--- config.mk ---
export PLATFORM = sky130hd
export DESIGN_NAME = joypad_port_ctrl
export DESIGN_NICKNAME = d
export VERILOG_FILES = /design/src/rtl/nes_joypad_pkg.sv /design/src/rtl/joypad_shift.sv /design/src/rtl/joypad_port_ctrl.sv
export SDC_FILE = /design/constraint.sdc
export NUM_CORES = 1
export LEC_CHECK = 0
export CORE_MARGIN = 3
export CORE_UTILIZATION = 52
export CTS_CLUSTER_SIZE = 24
export DETAILED_ROUTE_END_ITERATION = 10
export PLACE_DENSITY = 0.85
export SKIP_CTS_REPAIR_TIMING = 1
export SYNTH_ARGS = -nofsm -noshare
export SYNTH_HDL_FRONTEND = slang
export SYNTH_HIERARCHICAL = 1
export SYNTH_SLANG_ARGS = --single-unit
--- constraint.sdc ---
create_clock -name clk -period 3.5 [get_ports clk]
set_input_delay 0.7 -clock clk [delete_from_list [all_inputs] [get_ports clk]]
set_output_delay 0.7 -clock clk [all_outputs]
set_load 0.01 [all_outputs]
--- src/rtl/nes_joypad_pkg.sv ---
// nes_joypad_pkg: button bit positions, keyboard-to-button keycodes and port addresses
// shared by the NES joypad port controller.
package nes_joypad_pkg;
    localparam int BTN_A      = 7;
    localparam int BTN_B      = 6;
    localparam int BTN_SELECT = 5;
    localparam int BTN_START  = 4;
    localparam int BTN_UP     = 3;
    localparam int BTN_DOWN   = 2;
    localparam int BTN_LEFT   = 1;
    localparam int BTN_RIGHT  = 0;

    localparam logic [7:0] P1_KEY_UP      = 8'h1A;
    localparam logic [7:0] P1_KEY_DOWN    = 8'h16;
    localparam logic [7:0] P1_KEY_LEFT    = 8'h04;
    localparam logic [7:0] P1_KEY_RIGHT   = 8'h07;
    localparam logic [7:0] P1_KEY_A       = 8'h0F;
    localparam logic [7:0] P1_KEY_B       = 8'h0E;
    localparam logic [7:0] P1_KEY_SELECT  = 8'h0A;
    localparam logic [7:0] P1_KEY_START   = 8'h0B;
    localparam logic [7:0] P1_KEY_TURBO_A = 8'h0D;
    localparam logic [7:0] P1_KEY_TURBO_B = 8'h18;

    localparam logic [7:0] P2_KEY_UP      = 8'h52;
    localparam logic [7:0] P2_KEY_DOWN    = 8'h51;
    localparam logic [7:0] P2_KEY_LEFT    = 8'h50;
    localparam logic [7:0] P2_KEY_RIGHT   = 8'h4F;
    localparam logic [7:0] P2_KEY_A       = 8'h10;
    localparam logic [7:0] P2_KEY_B       = 8'h11;
    localparam logic [7:0] P2_KEY_SELECT  = 8'h19;
    localparam logic [7:0] P2_KEY_START   = 8'h05;

    localparam logic [15:0] JOY1_ADDR = 16'h4016;
    localparam logic [15:0] JOY2_ADDR = 16'h4017;

    function automatic logic has_key(input logic [31:0] kc, input logic [7:0] code);
        return (kc[7:0] == code) | (kc[15:8] == code) | (kc[23:16] == code) | (kc[31:24] == code);
    endfunction

    // A real pad cannot press both sides of the cross; games may misbehave if they see it.
    function automatic logic [7:0] mask_opposite(input logic [7:0] b);
        logic [7:0] m;
        m = b;
        if (b[BTN_UP] & b[BTN_DOWN]) begin
            m[BTN_UP]   = 1'b0;
            m[BTN_DOWN] = 1'b0;
        end
        if (b[BTN_LEFT] & b[BTN_RIGHT]) begin
            m[BTN_LEFT]  = 1'b0;
            m[BTN_RIGHT] = 1'b0;
        end
        return m;
    endfunction
endpackage

--- src/rtl/joypad_shift.sv ---
// joypad_shift: 8-bit parallel-load shift register, MSB first, filling with 1s like a 4021.
module joypad_shift (
    input  logic       clk,
    input  logic       reset,
    input  logic       load,
    input  logic       shift,
    input  logic [7:0] d,
    output logic       q_msb
);
    logic [7:0] q;

    always_ff @(posedge clk) begin
        if (reset)
            q <= 8'hFF;
        else if (load)
            q <= d;
        else if (shift)
            q <= {q[6:0], 1'b1};
    end

    assign q_msb = q[7];
endmodule

--- src/rtl/joypad_port_ctrl.sv ---
// joypad_port_ctrl: NES $4016/$4017 joypad ports driven from a USB keyboard keycode word.
// Optional turbo A/B on keys J/U is enabled by defining JOYPAD_TURBO_EN.
module joypad_port_ctrl
    import nes_joypad_pkg::*;
#(
    parameter logic [7:0] OPEN_BUS       = 8'h40,
    parameter bit         ALLOW_OPPOSITE = 1'b0
`ifdef JOYPAD_TURBO_EN
    ,
    parameter int         TURBO_DIV      = 2_500_000
`endif
) (
    input  logic        clk,
    input  logic        reset,
    input  logic        cpu_ce,
    input  logic [15:0] addr,
    input  logic        wren,
    input  logic        rden,
    input  logic [7:0]  din,
    input  logic [31:0] keycode,
    output logic [7:0]  dout,
    output logic        strobe_o
);
    logic [31:0] snap;
    logic [7:0]  raw1, raw2, btn1, btn2;
    logic        strobe, turbo_a, turbo_b, wr, rd, rd1, rd2, q1, q2;
    logic        unused_din;

    always_ff @(posedge clk) begin
        if (reset)
            snap <= '0;
        else
            snap <= keycode;
    end

`ifdef JOYPAD_TURBO_EN
    localparam int TW = $clog2(TURBO_DIV + 1);
    logic [TW-1:0] turbo_cnt;
    logic          turbo_phase;

    always_ff @(posedge clk) begin
        if (reset) begin
            turbo_cnt   <= '0;
            turbo_phase <= 1'b0;
        end else if (turbo_cnt == TW'(TURBO_DIV - 1)) begin
            turbo_cnt   <= '0;
            turbo_phase <= ~turbo_phase;
        end else begin
            turbo_cnt   <= turbo_cnt + TW'(1);
        end
    end

    assign turbo_a = turbo_phase & has_key(snap, P1_KEY_TURBO_A);
    assign turbo_b = turbo_phase & has_key(snap, P1_KEY_TURBO_B);
`else
    assign turbo_a = 1'b0;
    assign turbo_b = 1'b0;
`endif

    always_comb begin
        raw1 = '0;
        raw1[BTN_A]      = has_key(snap, P1_KEY_A) | turbo_a;
        raw1[BTN_B]      = has_key(snap, P1_KEY_B) | turbo_b;
        raw1[BTN_SELECT] = has_key(snap, P1_KEY_SELECT);
        raw1[BTN_START]  = has_key(snap, P1_KEY_START);
        raw1[BTN_UP]     = has_key(snap, P1_KEY_UP);
        raw1[BTN_DOWN]   = has_key(snap, P1_KEY_DOWN);
        raw1[BTN_LEFT]   = has_key(snap, P1_KEY_LEFT);
        raw1[BTN_RIGHT]  = has_key(snap, P1_KEY_RIGHT);
        raw2 = '0;
        raw2[BTN_A]      = has_key(snap, P2_KEY_A);
        raw2[BTN_B]      = has_key(snap, P2_KEY_B);
        raw2[BTN_SELECT] = has_key(snap, P2_KEY_SELECT);
        raw2[BTN_START]  = has_key(snap, P2_KEY_START);
        raw2[BTN_UP]     = has_key(snap, P2_KEY_UP);
        raw2[BTN_DOWN]   = has_key(snap, P2_KEY_DOWN);
        raw2[BTN_LEFT]   = has_key(snap, P2_KEY_LEFT);
        raw2[BTN_RIGHT]  = has_key(snap, P2_KEY_RIGHT);
    end

    assign btn1 = ALLOW_OPPOSITE ? raw1 : mask_opposite(raw1);
    assign btn2 = ALLOW_OPPOSITE ? raw2 : mask_opposite(raw2);

    // A simultaneous write suppresses the read so the shift state cannot move.
    assign wr  = cpu_ce & wren & (addr == JOY1_ADDR);
    assign rd  = cpu_ce & rden & ~wren;
    assign rd1 = rd & (addr == JOY1_ADDR);
    assign rd2 = rd & (addr == JOY2_ADDR);

    always_ff @(posedge clk) begin
        if (reset) begin
            strobe <= 1'b0;
            dout   <= 8'h00;
        end else begin
            if (wr)
                strobe <= din[0];
            if (rd1 | rd2)
                dout <= {OPEN_BUS[7:1], rd2 ? q2 : q1};
        end
    end

    joypad_shift u_port1 (
        .clk   (clk),
        .reset (reset),
        .load  (strobe),
        .shift (rd1 & ~strobe),
        .d     (btn1),
        .q_msb (q1)
    );

    joypad_shift u_port2 (
        .clk   (clk),
        .reset (reset),
        .load  (strobe),
        .shift (rd2 & ~strobe),
        .d     (btn2),
        .q_msb (q2)
    );

    assign strobe_o   = strobe;
    assign unused_din = ^din[7:1];
endmodule
==> flow_metrics.tcl <==
set metrics [dict create \
    status "complete, no violations" \
    powerDensity_mw_per_mm2 330 \
    synthAdderAreaFrac_pct 0 \
    multi_input_area_mm2 0.00157 \
    setup_viol 0 \
    whs_ns 0.469 \
    grt_setup_unrepaired "no" \
    ys_seq_area_share_pct 38.1 \
    busiest_layer "met2" \
    critical-path-top-delay-family "simple AND/OR/NAND/NOR gates" \
    synth_xor_area_share_pct 0 \
    dpl.hpwl_mm 4.98 \
    drc_errors 0 \
    grt_pass1_wl_mm 10.2 \
    cp_num_buf_inv 2 \
    first_pass_iters 5 \
    synth_ff_type "dfxtp_1" \
    grt_usage_pct 21.1 \
    r2r_cells 6 \
    yosysWarnings 6 \
    rows 25 \
    hold_depth 2 \
    clk_latency_ns 0.31 \
    crit_fanout 5 \
    instances_no_fill 430 \
    r2r_setup_slack_ns 1.29 \
    critPathRequiredTime_ns 3.69 \
    worstPathCellList "clkdlybuf4s50_1 > nor4_2 > nand4_1 > or3b_4 > nor3b_1 > buf_4 > mux2i_1 > a21oi_1" \
    layout_common_cells "clkdlybuf4s50_1, nor2b_1, dfxtp_1" \
    via_per_inst 5.58 \
    cp-end-kind "register" \
    hold_viol_final 0 \
    synthToLayoutAreaGrowth_pct 25.0 \
    cpPeakStageDelay_ns 0.46 \
    ys_seq_elements 51 \
    p_leak_nw 1.18 \
    port_buffers 56 \
    avgSynthCellArea_um2 8.81 \
    muxShareOfSynthArea_pct 6.17 \
    clkTransAtPathRegs_ns 0.09 \
    syn_inst 304 \
    start_util_pct 55.2 \
    worstPathArrival_ns 2.78 \
    maxCapViolCount 0 \
    ir_drop_uv 206 \
    dpl.cell_count 422 \
    finalMaxSlewViolations 0 \
    num_io_pins 70 \
    grt_pass1_vias 2211 \
    die_area_mm2 0.00605 \
    finalNetCount 423 \
    cts.sinks 51 \
    crit_slowest_cell "or3b_4" \
    r2r-start "snap[29]$_SDFF_PP0_" \
    synth-edff-count 0 \
    grt_use_met3_pct 3.94 \
    drive_above_1_share_pct 6.61 \
    core_mm2 0.00485 \
    synth_compound_area_share_pct 7.85 \
    grt-ovfl-total 0 \
    synthesis.area_mm2 0.00268 \
    async_flop_share_pct 0 \
    totalWireLength_mm 6.28 \
    path_class "input pin to register" \
    crit_path_start_kind "input pin" \
    min_period_ns 2.59 \
    htree_levels 2 \
    first_iter_violations 144 \
    cts_buffer_depth 2 \
    hold_path_class "register to register" \
    fmax_mhz 386 \
    ant_nets 0 \
    clockRootBuffer "clkbuf_8" \
    antenna_cells 0 \
    register_area_mm2 0.00102 \
    use_met1_pct 26.0 \
    tightest_slew_ns 0.991 \
    finalSetupTns_ns 0 \
    fin_skew_ns 0.00427 \
    cts_tree "built" \
    wl_per_cell_um 14.6 \
    fillCellCount 414 \
    synth_top_family_by_area "simple AND/OR/NAND/NOR gates" \
    r2r-end "u_port1/q[1]$_SDFFE_PP1P_" \
    grtUsageMet2_pct 36.6 \
    worstHoldStart "dout[6]$_SDFFE_PP0P_" \
    cts_buffers 5 \
    grt_max_degree 55 \
    synthDistinctLibCells 39 \
    fp.dieW_um 77.8 \
    fin_crit_sh_pct 74.0 \
    gp_congestion 0.942 \
    whs_endpoint "dout[6]$_SDFFE_PP0P_" \
    final_common_cell "clkdlybuf4s50_1" \
    antenna_found_initial 0 \
    synth-simple-area-share_pct 43.6 \
    relSlewSlack_pct 33.3 \
    dieHeight_um 77.8 \
    num_vias 2398 \
]
-- synthesized netlist by cell type, types with 2 or more instances --
master | number | area [um2]
nor3_1 | 6 | 30.0
nand2_1 | 9 | 33.8
nor3b_1 | 21 | 158
a21oi_1 | 18 | 90.1
a31oi_1 | 3 | 18.8
nor4_2 | 2 | 25.0
nand2b_1 | 4 | 25.0
nor2b_1 | 54 | 338
nor4b_1 | 5 | 43.8
buf_6 | 4 | 45.0
and3_1 | 5 | 31.3
inv_1 | 2 | 7.51
buf_4 | 6 | 45.0
and2_1 | 4 | 25.0
nor4_1 | 5 | 31.3
o21bai_1 | 2 | 15.0
and4bb_2 | 2 | 25.0
mux2i_1 | 15 | 150
and4_1 | 3 | 26.3
a22oi_1 | 5 | 37.5
nor2_2 | 2 | 12.5
o2111ai_1 | 3 | 26.3
clkbuf_1 | 3 | 11.3
nor2_1 | 9 | 33.8
dfxtp_1 | 51 | 1020
nand4_1 | 15 | 93.8
nand3_1 | 34 | 170
-- report_power, final --
group          leakage (nW)  internal [mW]  switching, mW
clock network        0.0402          0.139          0.193
logic                 0.720         0.0842         0.0598
registers             0.420          0.600         0.0272
total                  1.18          0.823          0.280
-- worst max path at each step --
stage / startpoint / end / cells past startpoint
floorplan: addr[7] / u_port2/q[1]$_SDFFE_PP1P_ / 7
global placement: addr[10] / u_port2/q[1]$_SDFFE_PP1P_ / 8
detailed placement: addr[10] / u_port2/q[2]$_SDFFE_PP1P_ / 8
CTS: addr[10] / u_port2/q[2]$_SDFFE_PP1P_ / 8
global route: addr[13] / u_port2/q[6]$_SDFFE_PP1P_ / 8
finish: addr[10] / u_port2/q[2]$_SDFFE_PP1P_ / 8
-- final cells by class --
| class | count | share of cell area, % |
|---|---|---|
| multi-input combinational | 243 | 46.8 |
| sequential | 51 | 30.5 |
| timing repair buffer | 59 | 17.3 |
| tap | 67 | 2.51 |
| clock buffer | 5 | 2.06 |
| clock inverter | 3 | 0.598 |
| inverter | 2 | 0.224 |
-- kinds of logic after synthesis --
family,Yosys count
simple gates,187
flops,51
compound gates,34
mux,16
buf+inv,15
other cells,1
-- state kept, by name, indices dropped and copies added (netlist names) --
name and cells:
dout 2, u_port2/q 8, snap 32, strobe_o 1
u_port1/q 8
-- layer usage --
metal | routed length [um] | share of wire (%)
met1 | 2770 | 44
met2 | 3060 | 49
met4 | 121 | 1.9
met5 | 0 | 0
met3 | 335 | 5.3
-- stage by stage --
| step | util [%] | area [um2] | worst slack [ns] | total power, mW |
|---|---|---|---|---|
| after floorplan | - | 2700 | 1.21 | 0.708 |
| after global placement | 67.2 | 3260 | 0.617 | 0.779 |
| after detailed placement | 67.2 | 3260 | 0.571 | 0.782 |
| after CTS | 69.0 | 3350 | 0.900 | 1.11 |
| after global routing | 69.0 | 3350 | 0.677 | 1.15 |
| final | 69.0 | 3350 | 0.909 | 1.10 |
-- worst min-delay path: stages, from the launching register on --
cell and delay (ns):
dfxtp_1 0.32, inv_1 0.05, a21oi_1 0.05
Power figures use the tool's default switching activity.
